`src/rtl/aes_wb_pkg.sv`:
```
// aes_wb_pkg: register map, CTRL/STATUS bit positions and FSM state encoding
// shared by the AES Wishbone bridge and its sequencer.
package aes_wb_pkg;

  // Word addresses (byte address bits [7:2]).
  localparam logic [5:0] ADR_CTRL     = 6'h00;
  localparam logic [5:0] ADR_STATUS   = 6'h01;
  localparam logic [5:0] ADR_TEXT_IN  = 6'h04;
  localparam logic [5:0] ADR_TEXT_OUT = 6'h08;
  localparam logic [5:0] ADR_KEY      = 6'h10;

  localparam int CTRL_START  = 0;
  localparam int CTRL_KLD    = 1;
  localparam int CTRL_IRQ_EN = 2;

  localparam int ST_BUSY      = 0;
  localparam int ST_DONE      = 1;
  localparam int ST_TIMEOUT   = 2;
  localparam int ST_ERR       = 3;
  localparam int ST_KEY_VALID = 4;

  typedef enum logic [1:0] {
    S_IDLE  = 2'd0,
    S_KLOAD = 2'd1,
    S_LOAD  = 2'd2,
    S_RUN   = 2'd3
  } state_e;

  function automatic bit key_w_legal(input int w);
    return (w == 128) || (w == 192) || (w == 256);
  endfunction

endpackage

```
`src/rtl/aes_wb_fsm.sv`:
```
// aes_wb_fsm: IDLE/KLOAD/LOAD/RUN sequencer for the AES core, generating the
// key/text load pulses, the RUN watchdog and the status flag set strobes.
module aes_wb_fsm
  import aes_wb_pkg::*;
#(
  parameter int TIMEOUT_CYC = 64
) (
  input  logic clk,
  input  logic rst,
  input  logic start_req,
  input  logic kld_req,
  input  logic key_valid,
  input  logic core_done,
  output logic busy,
  output logic core_kld,
  output logic core_ld,
  output logic set_done,
  output logic set_timeout,
  output logic set_err,
  output logic set_key_valid
);

  localparam int CNT_W = $clog2(TIMEOUT_CYC + 1);
  localparam logic [CNT_W-1:0] CNT_MAX = CNT_W'(TIMEOUT_CYC);

  state_e           state_r, state_s;
  logic             pend_start_r, pend_start_s;
  logic [CNT_W-1:0] cnt_r, cnt_s;
  logic             kld_r, ld_r;

  // State, pending-start and watchdog registers; load pulses decoded from the next state.
  always_ff @(posedge clk) begin
    if (rst) begin
      state_r      <= S_IDLE;
      pend_start_r <= 1'b0;
      cnt_r        <= '0;
      kld_r        <= 1'b0;
      ld_r         <= 1'b0;
    end else begin
      state_r      <= state_s;
      pend_start_r <= pend_start_s;
      cnt_r        <= cnt_s;
      kld_r        <= (state_s == S_KLOAD);
      ld_r         <= (state_s == S_LOAD);
    end
  end

  // Next-state logic and one-cycle flag set strobes.
  always_comb begin
    state_s       = state_r;
    pend_start_s  = pend_start_r;
    cnt_s         = cnt_r;
    set_done      = 1'b0;
    set_timeout   = 1'b0;
    set_err       = 1'b0;
    set_key_valid = 1'b0;
    case (state_r)
      S_IDLE: begin
        if (kld_req) begin
          state_s      = S_KLOAD;
          pend_start_s = start_req;
        end else if (start_req) begin
          if (key_valid) begin
            state_s = S_LOAD;
          end else begin
            set_err = 1'b1;
          end
        end else begin
          pend_start_s = 1'b0;
        end
      end
      S_KLOAD: begin
        set_key_valid = 1'b1;
        pend_start_s  = 1'b0;
        state_s       = pend_start_r ? S_LOAD : S_IDLE;
      end
      S_LOAD: begin
        cnt_s   = '0;
        state_s = S_RUN;
      end
      S_RUN: begin
        if (core_done) begin
          set_done = 1'b1;
          state_s  = S_IDLE;
        end else if (cnt_r + CNT_W'(1) == CNT_MAX) begin
          // Watchdog expires after exactly TIMEOUT_CYC cycles spent in RUN.
          set_timeout = 1'b1;
          state_s     = S_IDLE;
        end else begin
          cnt_s = cnt_r + CNT_W'(1);
        end
      end
      default: begin
        state_s = S_IDLE;
      end
    endcase
  end

  assign busy     = (state_r != S_IDLE);
  assign core_kld = kld_r;
  assign core_ld  = ld_r;

endmodule

```
`src/rtl/aes_wb_bridge.sv`:
```
// aes_wb_bridge: Wishbone slave register file driving one AES core.
// Define AES_WB_IRQ_EN to add the irq_o level interrupt and CTRL.IRQ_EN bit.
module aes_wb_bridge
  import aes_wb_pkg::*;
#(
  parameter int KEY_W       = 128,
  parameter int TIMEOUT_CYC = 64
) (
  input  logic             wb_clk_i,
  input  logic             wb_rst_i,
  input  logic [7:0]       wb_adr_i,
  input  logic [31:0]      wb_dat_i,
  input  logic [3:0]       wb_sel_i,
  input  logic             wb_we_i,
  input  logic             wb_cyc_i,
  input  logic             wb_stb_i,
  output logic [31:0]      wb_dat_o,
  output logic             wb_ack_o,
  output logic             core_kld_o,
  output logic             core_ld_o,
  output logic [KEY_W-1:0] core_key_o,
  output logic [127:0]     core_text_o,
  input  logic [127:0]     core_text_i,
  input  logic             core_done_i
`ifdef AES_WB_IRQ_EN
  ,
  output logic             irq_o
`endif
);

  localparam int KEY_WORDS = KEY_W / 32;

  if (!key_w_legal(KEY_W)) begin : g_key_w_check
    $error("aes_wb_bridge: KEY_W must be 128, 192 or 256");
  end

  function automatic logic [31:0] merge_bytes(input logic [31:0] old_w,
                                              input logic [31:0] new_w,
                                              input logic [3:0]  sel);
    logic [31:0] res;
    res = old_w;
    for (int b = 0; b < 4; b++) begin
      if (sel[b]) res[8*b +: 8] = new_w[8*b +: 8];
    end
    return res;
  endfunction

  logic        ack_r;
  logic [31:0] dat_r;
  logic [31:0] text_in_r  [4];
  logic [31:0] text_out_r [4];
  logic [31:0] key_r      [KEY_WORDS];
  logic        done_r, timeout_r, err_r, key_valid_r;

  logic        req_s, wr_s, busy_s;
  logic [5:0]  word_adr_s;
  logic        ctrl_wr_s, text_in_hit_s, text_out_hit_s, key_hit_s;
  logic        start_req_s, kld_req_s, busy_err_s;
  logic        fsm_done_s, fsm_timeout_s, fsm_err_s, fsm_key_valid_s;
  logic [4:0]  w1c_s;
  logic        done_s, timeout_s, err_s, key_valid_s;
  logic        irq_en_s;
  logic [31:0] rd_data_s;
  logic        unused_adr_s;

  assign unused_adr_s = ^wb_adr_i[1:0];
  assign req_s        = wb_cyc_i & wb_stb_i & ~ack_r;
  assign wr_s         = req_s & wb_we_i;
  assign word_adr_s   = wb_adr_i[7:2];

  // Address decode and command/error qualification for the current request.
  always_comb begin
    text_in_hit_s  = (word_adr_s[5:2] == ADR_TEXT_IN[5:2]);
    text_out_hit_s = (word_adr_s[5:2] == ADR_TEXT_OUT[5:2]);
    key_hit_s      = (word_adr_s >= ADR_KEY) && (word_adr_s < ADR_KEY + 6'(KEY_WORDS));
    ctrl_wr_s      = wr_s && (word_adr_s == ADR_CTRL) && wb_sel_i[0];
    start_req_s    = ctrl_wr_s && wb_dat_i[CTRL_START] && !busy_s;
    kld_req_s      = ctrl_wr_s && wb_dat_i[CTRL_KLD] && !busy_s;
    busy_err_s     = busy_s && ((ctrl_wr_s && (wb_dat_i[CTRL_START] || wb_dat_i[CTRL_KLD]))
                                || (wr_s && (text_in_hit_s || key_hit_s)));
  end

  aes_wb_fsm #(
    .TIMEOUT_CYC (TIMEOUT_CYC)
  ) u_fsm (
    .clk           (wb_clk_i),
    .rst           (wb_rst_i),
    .start_req     (start_req_s),
    .kld_req       (kld_req_s),
    .key_valid     (key_valid_r),
    .core_done     (core_done_i),
    .busy          (busy_s),
    .core_kld      (core_kld_o),
    .core_ld       (core_ld_o),
    .set_done      (fsm_done_s),
    .set_timeout   (fsm_timeout_s),
    .set_err       (fsm_err_s),
    .set_key_valid (fsm_key_valid_s)
  );

  // Sticky status flags: a hardware set in the same cycle as W1C wins.
  always_comb begin
    w1c_s     = (wr_s && (word_adr_s == ADR_STATUS) && wb_sel_i[0]) ? wb_dat_i[4:0] : 5'b0;
    done_s    = fsm_done_s | (done_r & ~w1c_s[ST_DONE]);
    timeout_s = fsm_timeout_s | (timeout_r & ~w1c_s[ST_TIMEOUT]);
    err_s     = fsm_err_s | busy_err_s | (err_r & ~w1c_s[ST_ERR]);
    if (fsm_key_valid_s) begin
      key_valid_s = 1'b1;
    end else if (wr_s && key_hit_s && !busy_s) begin
      key_valid_s = 1'b0;
    end else begin
      key_valid_s = key_valid_r;
    end
  end

  // Flag registers.
  always_ff @(posedge wb_clk_i) begin
    if (wb_rst_i) begin
      done_r      <= 1'b0;
      timeout_r   <= 1'b0;
      err_r       <= 1'b0;
      key_valid_r <= 1'b0;
    end else begin
      done_r      <= done_s;
      timeout_r   <= timeout_s;
      err_r       <= err_s;
      key_valid_r <= key_valid_s;
    end
  end

  // Data registers: byte-enabled TEXT_IN/KEY writes in IDLE, TEXT_OUT capture on done.
  always_ff @(posedge wb_clk_i) begin
    if (wb_rst_i) begin
      for (int i = 0; i < 4; i++) begin
        text_in_r[i]  <= 32'h0;
        text_out_r[i] <= 32'h0;
      end
      for (int k = 0; k < KEY_WORDS; k++) begin
        key_r[k] <= 32'h0;
      end
    end else begin
      for (int i = 0; i < 4; i++) begin
        if (wr_s && !busy_s && (word_adr_s == ADR_TEXT_IN + 6'(i))) begin
          text_in_r[i] <= merge_bytes(text_in_r[i], wb_dat_i, wb_sel_i);
        end
        if (fsm_done_s) begin
          text_out_r[i] <= core_text_i[127-32*i -: 32];
        end
      end
      for (int k = 0; k < KEY_WORDS; k++) begin
        if (wr_s && !busy_s && (word_adr_s == ADR_KEY + 6'(k))) begin
          key_r[k] <= merge_bytes(key_r[k], wb_dat_i, wb_sel_i);
        end
      end
    end
  end

  // Word 0 of each block sits in the most significant bits.
  always_comb begin
    core_text_o = 128'h0;
    core_key_o  = '0;
    for (int i = 0; i < 4; i++) begin
      core_text_o[127-32*i -: 32] = text_in_r[i];
    end
    for (int k = 0; k < KEY_WORDS; k++) begin
      core_key_o[KEY_W-1-32*k -: 32] = key_r[k];
    end
  end

  // Read mux; KEY and unmapped locations read as zero.
  always_comb begin
    rd_data_s = 32'h0;
    if (word_adr_s == ADR_CTRL) begin
      rd_data_s[CTRL_IRQ_EN] = irq_en_s;
    end else if (word_adr_s == ADR_STATUS) begin
      rd_data_s[ST_BUSY]      = busy_s;
      rd_data_s[ST_DONE]      = done_r;
      rd_data_s[ST_TIMEOUT]   = timeout_r;
      rd_data_s[ST_ERR]       = err_r;
      rd_data_s[ST_KEY_VALID] = key_valid_r;
    end else if (text_in_hit_s || text_out_hit_s) begin
      for (int i = 0; i < 4; i++) begin
        if (word_adr_s[1:0] == 2'(i)) begin
          rd_data_s = text_in_hit_s ? text_in_r[i] : text_out_r[i];
        end
      end
    end else begin
      rd_data_s = 32'h0;
    end
  end

  // Single-cycle acknowledge with registered read data.
  always_ff @(posedge wb_clk_i) begin
    if (wb_rst_i) begin
      ack_r <= 1'b0;
      dat_r <= 32'h0;
    end else begin
      ack_r <= req_s;
      dat_r <= (req_s && !wb_we_i) ? rd_data_s : 32'h0;
    end
  end

  assign wb_ack_o = ack_r;
  assign wb_dat_o = dat_r;

`ifdef AES_WB_IRQ_EN
  logic irq_en_r, irq_r, irq_en_n_s;

  assign irq_en_n_s = ctrl_wr_s ? wb_dat_i[CTRL_IRQ_EN] : irq_en_r;

  // Interrupt level follows the next flag values so it rises with DONE.
  always_ff @(posedge wb_clk_i) begin
    if (wb_rst_i) begin
      irq_en_r <= 1'b0;
      irq_r    <= 1'b0;
    end else begin
      irq_en_r <= irq_en_n_s;
      irq_r    <= irq_en_n_s & (done_s | timeout_s | err_s);
    end
  end

  assign irq_en_s = irq_en_r;
  assign irq_o    = irq_r;
`else
  assign irq_en_s = 1'b0;
`endif

endmodule

```
`config.mk`:
```
export PLATFORM = sky130hd
export DESIGN_NAME = aes_wb_bridge
export DESIGN_NICKNAME = d
export VERILOG_FILES = /design/src/rtl/aes_wb_pkg.sv /design/src/rtl/aes_wb_fsm.sv /design/src/rtl/aes_wb_bridge.sv
export SDC_FILE = /design/constraint.sdc
export NUM_CORES = 1
export LEC_CHECK = 0
export CORE_MARGIN = 5
export CORE_UTILIZATION = 40
export DETAILED_ROUTE_END_ITERATION = 7
export DONT_BUFFER_PORTS = 1
export GPL_TIMING_DRIVEN = 0
export SETUP_SLACK_MARGIN = 0.1
export SLEW_MARGIN = 20
export SYNTH_ARGS = -nofsm -noshare
export SYNTH_HDL_FRONTEND = slang
export SYNTH_HIERARCHICAL = 1
export SYNTH_SLANG_ARGS = --single-unit
```
`constraint.sdc`:
```
create_clock -name wb_clk_i -period 7 [get_ports wb_clk_i]
set_input_delay 0.7 -clock wb_clk_i [delete_from_list [all_inputs] [get_ports wb_clk_i]]
set_output_delay 0.7 -clock wb_clk_i [all_outputs]
set_load 0.01 [all_outputs]
```
[Word level (Yosys, flattened, before mapping)]
Memory sizes are Yosys's and may differ from the RTL's.
Cells that the tools add are included.
Storage, ports and cells
  register bits: 49
  bits in writable memories: 384
  input bits: 178
  output and inout port bits: 291
  word-level logic and storage cells: 283
  memories kept: 3
Memories
  key_r: depth 4, width 32, read ports 4, clocked after Yosys merged registers in 0, wr ports 4, line aes_wb_bridge.sv:52  | logic [31:0] key_r [KEY_WORDS];
  text_in_r: depth 4, width 32, read ports 4, clocked after Yosys merged registers in 0, wr ports 4, line aes_wb_bridge.sv:50  | logic [31:0] text_in_r [4];
  text_out_r: depth 4, width 32, read ports 4, clocked after Yosys merged registers in 0, wr ports 4, line aes_wb_bridge.sv:51  | logic [31:0] text_out_r [4];
Cells by class
  add/sub/neg operators: 1
  $lt $le $gt $ge: 2
  eq/ne operators: 23
  multiplexer cells: 173
  bitwise operators: 28
  reduce and logical (&&, ||, !) cells: 41
Operators with widths (count)
  $mux 8: 96
  $mux 32: 20
  $mux 1: 43
  $eq 6x3->1 const B: 4
  $eq 6x5->1 const B: 4
  $logic_and 1x1->1: 24
  $or 1x1->1: 16
  $mux 7: 2
  $pmux 7 s2: 1
  $mux 2: 6
  $eq 2x2->1 const B: 5
  $mux 5: 2
  $pmux 2 s4: 1
  $reduce_bool 2->1: 4
  $add 7x1->7 const B: 1
  $eq 7x7->1 const B: 1
  $and 1x1->1: 6
  $eq 2x1->1 const B: 3
  $eq 6x1->1 const B: 1
  $ge 6x5->1 const B: 1
  $logic_not 6->1: 1
  $lt 6x5->1 const B: 1
  $not 1->1: 6
  $reduce_or 5->1: 1
  12 further kinds: 18

[Depth between registers and ports, before layout]
Gate-level depths: netlist of run 1.
  depth after elaboration: 12
  gate-level depth with buffers: 10
  gate-level depth less buffers: 9

[Hierarchy]
Netlist of run 1, hierarchy kept.
Modules (own cells, without submodules)
  aes_wb_bridge: instances 1, cells an instance 1228, area an instance 17651.9 um^2, sequential area each 12271.8 um^2
  aes_wb_fsm: instances 1, cells an instance 90, area an instance 720.7 um^2, sequential area each 240.2 um^2

[Least setup slack after synthesis of run 1]
OpenSTA, ideal clock, no wires.
  path kind: input -> register
  start: input core_done_i
  end: memory text_out_r[0][0] (enable)
  setup time: 0.492 ns
  arrival: 3.905 ns
  data required time: 6.508 ns
  path slack: 2.604 ns
  stages on the path: 4
  path buffers: 1
  cell sequence: and3_1 -> clkbuf_1 -> inv_1 -> nand2_1
RTL lines
  from (decl): line aes_wb_bridge.sv:24  | input logic core_done_i
  to (decl): line aes_wb_bridge.sv:51

==> reports/results.tsv, run 1 <==
stage	metric	value	unit
run_status	status	finished clean	
finish	drive_gt1_frac	0.0810	
finish	fin_nets	1548	
setup_path	worst_setup_path_end_kind	flop	
yosys	ys_seq_area_frac	0.681	
drt	vias	11800	
clock_network	ctsResizeCount	0	
clock_network	ctsHoldBuffers	0	
yosys	synth_ff_type	edfxtp_1	
grt	antenna_found_initial	29	
grt	grt_usage	0.262	
setup_path	startpoint_type	flop	
timing	maxSlewViolCount	0	
timing	final_hold_viol_count	0	
floorplan	num_io_pins	469	
drt	antenna_left	0	
finish	multi_input_area	5400	sq um
clock_network	h-tree-depth	2	
setup_path	worst-r2r-cell-count	7	
clock_network	clkTransAtPathRegs	60	ps
pwr	p_leak	7.70	nW
drt	wl_per_cell	34.0	microns
clock_network	cts_made_buffers	47	
grt	grt_start_max_net_pins	52	
setup_path	crit_fanout	51	
yosys	synth.distinct_cells	60	
drt	first_pass_iters	5	
grt	grt_pass1_wl	93500	microns
grt	grt_pass1_vias	12000	
yosys	synth_cells	1318	
floorplan	core_area	45400	sq um
min_path	hold_start	wb_rst_i	
grt	gr-total-overflow	0	
finish	fillers	4144	
yosys	async_flop_share	0	
finish	seq_area	12500	sq um
setup_path	required	7240	ps
finish	fin_util	0.456	
timing	fmax	328	MHz
setup_path	crit_type	flop to flop	
yosys	syn_avg_cell_area	13.9	sq um
min_path	hold_depth	1	
min_path	hold_end	u_fsm/state_r[0]	
timing	fin_setup_tns	0	ps
floorplan	die_h	224	microns
clock_network	clk-insertion-delay-late	590	ps
yosys	synth-seq-cells	433	
timing	skew	20.6	ps
place	hpwl	51200	microns
yosys	synth_edf_count	384	
yosys	syn_nets	1497	
clock_network	cts_tree	done	
clock_network	clkSinkCount	433	
yosys	yosysWarnings	6	
setup_path	critPathArrivalTime	3290	ps
drt	drc	0	
flow_run	maxCapViolations	0	
timing	rsz0062_at_grt	no	
clock_network	post_cts_buffers	0	
timing	finalCritPeriodShare	0.436	
place	post-place-ws	3650	ps
clock_network	cts_max_path_buffers	3	
place	port_buffers	0	
clock_network	root_buffer	clkbuf_16	
pwr	power.density	273	nW/um^2
yosys	syn_area	18400	sq um
timing	setup_slack	3950	ps
drt	via_per_inst	5.84	
drt	first_iter_violations	1118	
setup_path	r2r-start	u_fsm/state_r[0]	
min_path	hp-class	input port to flop	
pwr	ir_drop	0.000174	V
place	globalplace.congestion	0.937	
timing	fin_crit	3050	ps
floorplan	dieArea	50300	sq um
timing	worst_pin_slew	1090	ps
setup_path	r2r_slack	3950	ps
floorplan	fp.dieW	224	microns
floorplan	num_rows	78	
drt	drt-total-wl	68500	microns
timing	setup_violations	0	
setup_path	rr_endpoint	text_out_r[0][17]	
timing	relSlewSlack	0.274	
finish	layout-area-overhead-vs-synth	12.7	%
floorplan	start_util	0.405	
power breakdown:
group          total, mW  internal [mW]  leakage [nW]  switching (mW)
combinational      0.196         0.0522          2.66           0.144
sequential          2.98           2.89          4.31          0.0931
clock               2.47           1.41         0.742            1.06
placed cells by master, fill, tap and decap left out, types with 16 or more instances in the layout:
cell	count
nand2_1	30
clkbuf_1	83
nor2_1	20
and3_1	131
o22a_1	46
clkbuf_16	47
mux2i_1	112
edfxtp_1	384
a21oi_1	30
dfxtp_1	49
buf_2	16
a21o_1	32
and2_1	260
area by class of cell:
type / count / share of cell area
sequential: 433 / 0.604
multi-input combinational: 773 / 0.261
clock buffer: 56 / 0.0594
tap: 600 / 0.0362
buffer: 104 / 0.0215
clock inverter: 32 / 0.0133
timing repair buffer: 2 / 0.00230
inverter: 8 / 0.00145
antenna: 9 / 0.00109
logic make-up after synthesis:
logic type,Yosys count,synth area share
AND/OR/NAND/NOR,504,0.165
flip-flops,433,0.681
AO/OA/AOI/OAI,153,0.0651
buffers and inverters,112,0.0259
multiplexers,112,0.0610
XOR/XNOR,3,0.00143
adder cells (fa/ha/maj),1,0.000681
state kept, by name, summed over array words and instances, names as in the netlist:
| name | cells |
|---|---|
| key_r | 128 |
| text_in_r | 128 |
| text_out_r | 128 |
| wb_dat_o | 32 |
| u_fsm/cnt_r | 7 |
| u_fsm/state_r | 2 |
| done_r | 1 |
| err_r | 1 |
| key_valid_r | 1 |
| timeout_r | 1 |
| u_fsm/core_kld | 1 |
| u_fsm/core_ld | 1 |
| u_fsm/pend_start_r | 1 |
| wb_ack_o | 1 |
critical path: stages (launching register included):
cell and delay, ps:
dfxtp_1 300, buf_4 150, and3_1 290, clkbuf_1 540, inv_1 200, nand2_4 530
buf_12 330, buf_16 300
metal layers:
layer	wire length, microns	part of all wire	up-vias	global-route usage
met4	1780	0.026	16	0.0719
met1	26100	0.38	6010	0.322
li1	-	-	4995	-
met5	111	0.0016	-	0
met2	32900	0.48	642	0.432
met3	7560	0.11	124	0.104
metrics by stage:
step / hold slack, ps / cell area (sq um) / total power, mW / cells
detailed placement: 494 / 19200 / 3.23 / 1920
global placement: 485 / 19100 / 3.24 / 1918
global route: 167 / 20700 / 5.80 / 2011
CTS: 158 / 20700 / 5.67 / 2008
finish: 195 / 20700 / 5.65 / 2017
floorplan: 443 / 18400 / 3.12 / 1318
synthesized netlist by cell type (3+ instances only):
cell type / count / share of area
edfxtp_1: 384 / 0.63
and2_1: 260 / 0.089
and3_1: 131 / 0.045
mux2i_1: 112 / 0.061
clkbuf_1: 76 / 0.016
dfxtp_1: 49 / 0.053
o22a_1: 46 / 0.022
a21o_1: 32 / 0.013
nand2_1: 31 / 0.0063
a21oi_1: 30 / 0.0082
nor2_1: 20 / 0.0041
buf_2: 16 / 0.0044
nor3_1: 15 / 0.0041
nand3_1: 13 / 0.0035
inv_1: 7 / 0.0014
a31oi_1: 5 / 0.0017
a32o_1: 5 / 0.0027
buf_4: 5 / 0.0020
nand4_1: 5 / 0.0017
a221o_1: 4 / 0.0022
a221oi_2: 4 / 0.0033
a311oi_1: 4 / 0.0019
a32oi_1: 4 / 0.0019
buf_1: 4 / 0.00082
o21ai_0: 4 / 0.0011
or3_1: 4 / 0.0014
nand2b_1: 3 / 0.0010
nor2_2: 3 / 0.0010
nor4b_1: 3 / 0.0014
worst max path at each step:
| stage | from | end |
|---|---|---|
| after floorplan | core_done_i | text_out_r[0][0] |
| after global placement | wb_rst_i | text_out_r[2][17] |
| after detailed placement | wb_adr_i[4] | text_in_r[2][31] |
| after CTS | u_fsm/state_r[0] | text_out_r[0][21] |
| after global routing | u_fsm/state_r[1] | text_out_r[2][15] |
| final | u_fsm/state_r[0] | text_out_r[0][17] |
Note: power is estimated with default switching activity, not from simulation.
==> inputs of run 2 (changes only) <==
==> constraint.sdc (replaced) <==
create_clock -name wb_clk_i -period 3.2 [get_ports wb_clk_i]
set_input_delay 0.32 -clock wb_clk_i [delete_from_list [all_inputs] [get_ports wb_clk_i]]
set_output_delay 0.32 -clock wb_clk_i [all_outputs]
set_load 0.01 [all_outputs]
==> reports/results.tsv, run 2 (synthesized netlist as in run 1, its figures left out) <==
stage	metric	value	unit
timing	setup_slack	302	ps
finish	fillers	3982	
grt	antenna_found_initial	23	
setup_path	crit_type	flop to flop	
clock_network	cts_max_path_buffers	3	
drt	vias	12400	
flow_run	maxCapViolations	0	
pwr	total_power	12.5	mW
clock_network	post_cts_buffers	0	
timing	final_hold_viol_count	0	
pwr	p_leak	8.31	nW
grt	gr-total-overflow	0	
floorplan	start_util	0.405	
setup_path	worst-r2r-cell-count	6	
run_status	status	finished clean	
drt	first_pass_iters	5	
drt	via_per_inst	5.73	
drt	antenna_left	0	
drt	first_iter_violations	1317	
clock_network	root_buffer	clkbuf_16	
setup_path	startpoint	u_fsm/state_r[0]	
finish	layout-area-overhead-vs-synth	20.9	%
grt	grt_usage	0.267	
timing	fin_crit	2900	ps
clock_network	cts_tree	done	
setup_path	crit_fanout	76	
floorplan	fp.dieW	224	microns
finish	final_cell_mix	edfxtp_1, and2_1, dlygate4sd3_1	
pwr	power.density	562	nW/um^2
finish	fin_nets	1702	
floorplan	num_rows	78	
setup_path	r2r-start	u_fsm/state_r[0]	
finish	final_cell_area	22200	sq um
setup_path	rr_endpoint	text_out_r[3][21]	
finish	largestRegisters	key_r x128, text_in_r x128, text_out_r x128	
clock_network	clkTransAtPathRegs	60	ps
drt	drc	0	
timing	worst_pin_slew	1180	ps
finish	drive_gt1_frac	0.0668	
setup_path	worst_setup_path_end_kind	flop	
setup_path	startpoint_type	flop	
clock_network	ctsHoldBuffers	156	
timing	fmax	345	MHz
place	placed_area	19200	sq um
timing	relSlewSlack	0.211	
clock_network	ctsResizeCount	0	
grt	grt_pass1_wl	95700	microns
grt	grt_pass1_vias	12500	
setup_path	r2r_slack	300	ps
timing	skew	14.6	ps
timing	setup_violations	0	
setup_path	critPathArrivalTime	3100	ps
pwr	ir_drop	0.000468	V
place	post-place-ws	153	ps
setup_path	critPathCapture	text_out_r[3][21]	
timing	maxSlewViolCount	0	
place	hpwl	50600	microns
setup_path	required	3410	ps
grt	grt_start_max_net_pins	77	
clock_network	clk-insertion-delay-late	580	ps
clock_network	cts_made_buffers	46	
place	place_inst	1919	
clock_network	clkSinkCount	433	
floorplan	num_io_pins	469	
timing	rsz0062_at_grt	no	
floorplan	die_h	224	microns
min_path	hp-class	input port to flop	
floorplan	core_area	45400	sq um
finish	layout_commonest_cell	edfxtp_1	
place	globalplace.congestion	0.890	
floorplan	dieArea	50300	sq um
place	port_buffers	0	
finish	final_cells	2166	
drt	wl_per_cell	32.5	microns
timing	finalCritPeriodShare	0.906	
drt	drt-total-wl	70400	microns
clock_network	h-tree-depth	2	
run 2: cell types whose count changed in the layout (fill, tap and decap cells not counted), sizes merged:
cell | previous run | this run
diode | 9 | 10
dlygate4sd3 | 0 | 156
buf | 29 | 28
bufinv | 4 | 3
inv | 11 | 9
clkinv | 23 | 11
clkbuf | 133 | 141
run 2: power breakdown:
part | leakage, nW | switching [mW] | internal, mW
Sequential | 4.31 | 0.203 | 6.32
Combinational | 3.30 | 0.427 | 0.240
Clock | 0.706 | 2.25 | 3.05
run 2: per-layer routing:
layer	track usage	vias to the layer above	wire length, microns
li1	-	5304	-
met1	0.336	6261	27100
met2	0.445	703	33700
met3	0.0903	130	7500
met4	0.0770	14	1950
met5	0	-	80
run 2: through the flow:
step	hold WS [ps]	setup TNS, ps	utilization
final	27.0	0	0.490
after global routing	11.8	0	0.489
after CTS	2.57	0	0.489
after detailed placement	396	0	0.422
after global placement	395	-152830	0.421
after floorplan	389	0	-
run 2: critical path, cell delays in order (launching register included):
cell      delay (ps)
dfxtp_1          310
buf_4            150
and3_1           320
clkbuf_1         560
inv_1            250
nand2_8          400
buf_16           340
run 2: area by class of cell:
class	count	area, sq um	area share
clock buffers	64	1290	0.0581
well taps	600	751	0.0338
multi-input cells	773	5410	0.243
clock inverters	17	165	0.00743
diodes	10	25.0	0.00113
repair buffers	157	1590	0.0715
inverters	8	30.0	0.00135
flip-flops and latches	433	12500	0.563
plain buffers	104	445	0.0201
run 2: how the worst min path moves through the flow:
stage	cells after the start	from	endpoint	slack, ps
floorplan	1	wb_rst_i	u_fsm/state_r[0]	390
global placement	1	wb_rst_i	u_fsm/state_r[0]	390
detailed placement	1	wb_rst_i	u_fsm/state_r[0]	400
CTS	1	core_text_i[29]	text_out_r[3][29]	3
global route	1	core_text_i[29]	text_out_r[3][29]	10
finish	1	core_text_i[24]	text_out_r[3][24]	30
==> inputs of run 3 (changes only) <==
--- a/config.mk
+++ b/config.mk
@@ -6,10 +6,11 @@
 export NUM_CORES = 1
 export LEC_CHECK = 0
 export CORE_MARGIN = 5
-export CORE_UTILIZATION = 40
+export CORE_UTILIZATION = 57
 export DETAILED_ROUTE_END_ITERATION = 7
 export DONT_BUFFER_PORTS = 1
 export GPL_TIMING_DRIVEN = 0
+export PLACE_DENSITY = 0.72
 export SETUP_SLACK_MARGIN = 0.1
 export SLEW_MARGIN = 20
 export SYNTH_ARGS = -nofsm -noshare
==> reports/results.tsv, run 3 (synthesized netlist as in run 1, its figures left out) <==
stage	metric	value	unit
clock_network	root_buffer	clkbuf_16	
finish	final_cells	1899	
floorplan	dieArea	35900	sq um
setup_path	startpoint_type	flop	
grt	gr-total-overflow	0	
drt	antenna_left	0	
setup_path	crit_type	flop to flop	
setup_path	crit_chain	buf_4, inv_1, nand2_1, inv_1, nand4_1, nor2_1, clkbuf_1, and2_1	
clock_network	post_cts_buffers	0	
clock_network	clkTransAtPathRegs	60	ps
setup_path	critPathArrivalTime	3260	ps
timing	setup_violations	0	
floorplan	fp.dieW	190	microns
flow_run	maxCapViolations	0	
drt	wl_per_cell	33.1	microns
timing	skew	25.1	ps
clock_network	cts_max_path_buffers	3	
floorplan	start_util	0.579	
clock_network	cts_tree	done	
finish	layout-area-overhead-vs-synth	15.4	%
timing	fin_crit	2850	ps
place	hpwl	45000	microns
pwr	p_leak	7.98	nW
setup_path	critPathMostFrequentCell	inv_1	
floorplan	num_rows	65	
clock_network	clk-insertion-delay-late	550	ps
drt	vias	12200	
setup_path	required	3610	ps
setup_path	crit_fanout	10	
setup_path	cp_slowest_cell	nor2_1	
finish	layout_commonest_cell	edfxtp_1	
run_status	status	finished clean	
pwr	ir_drop	0.000381	V
clock_network	ctsResizeCount	0	
setup_path	slowest_delay	800	ps
timing	finalCritPeriodShare	0.891	
grt	grt_pass1_vias	12300	
clock_network	h-tree-depth	2	
floorplan	die_h	190	microns
timing	final_hold_viol_count	0	
drt	drt-total-wl	62900	microns
timing	worst_pin_slew	1210	ps
min_path	hp-class	input port to flop	
drt	first_iter_violations	1124	
timing	fmax	351	MHz
place	port_buffers	0	
finish	drive_gt1_frac	0.0666	
place	globalplace.congestion	0.909	
finish	final_cell_mix	edfxtp_1, and2_1, and3_1	
clock_network	cts_made_buffers	44	
drt	via_per_inst	6.45	
finish	fin_nets	1631	
place	place_inst	1721	
timing	relSlewSlack	0.193	
finish	largestRegisters	key_r x128, text_in_r x128, text_out_r x128	
timing	fin_setup_tns	0	ps
drt	drc	0	
drt	first_pass_iters	6	
clock_network	ctsHoldBuffers	73	
timing	rsz0062_at_grt	no	
grt	grt_start_max_net_pins	77	
grt	antenna_found_initial	14	
clock_network	clkSinkCount	433	
timing	maxSlewViolCount	0	
setup_path	worst_setup_path_end_kind	flop	
pwr	power.density	570	nW/um^2
grt	grt_usage	0.341	
floorplan	core_area	31700	sq um
floorplan	num_io_pins	469	
grt	grt_pass1_wl	88500	microns
==> run 3: layout make-up <==
| cell class | count | area (sq um) |
|---|---|---|
| clock buffers | 61 | 1170 |
| well taps | 402 | 503 |
| diodes | 11 | 27.5 |
| flip-flops and latches | 433 | 12500 |
| inverters | 8 | 30.0 |
| clock inverters | 19 | 199 |
| fillers | 2269 | 10500 |
| repair buffers | 88 | 898 |
| multi-input cells | 773 | 5410 |
| plain buffers | 104 | 445 |
==> run 3: report_power, final <==
part / total (mW) / internal (mW) / leakage (nW) / switching (mW)
clock: 5.00 / 2.83 / 0.666 / 2.17
combinational: 0.570 / 0.184 / 3.01 / 0.386
sequential: 6.52 / 6.32 / 4.31 / 0.198
==> run 3: metal layers <==
layer / part of all wire / vias to the layer above / track usage / wire, microns
li1: - / 5171 / - / -
met1: 0.35 / 6039 / 0.412 / 22100
met4: 0.046 / 10 / 0.134 / 2920
met5: 0.0010 / - / 0 / 65
met2: 0.48 / 829 / 0.557 / 30000
met3: 0.12 / 193 / 0.132 / 7790
==> run 3: stage by stage <==
stage	utilization	instance area [sq um]	power (mW)	hold WS, ps	setup WS [ps]
after floorplan	-	18400	6.83	389	294
final	0.668	21200	12.1	7.23	350
after detailed placement	0.596	18900	7.04	395	123
after global placement	0.595	18900	7.04	394	-945
after CTS	0.663	21000	12.1	0.101	389
after global routing	0.668	21200	12.4	0.614	196
==> run 3: worst paths after layout <==
| path | from | to | slack (ps) | depth (start not counted) |
|---|---|---|---|---|
| worst min register to register | done_r | done_r | 500 | 2 |
| worst min-delay path | core_text_i[117] | text_out_r[0][21] | 7 | 1 |
| worst max register to register | u_fsm/state_r[0] | key_r[2][30] | 350 | 8 |
| worst max-delay path | u_fsm/state_r[0] | key_r[2][30] | 350 | 8 |
==> run 3: critical path, delay by kind of cell (launching register included) <==
kind | cells | cell delay, ps
simple gates | 4 | 1420
buf+inv | 4 | 1010
flops | 1 | 300
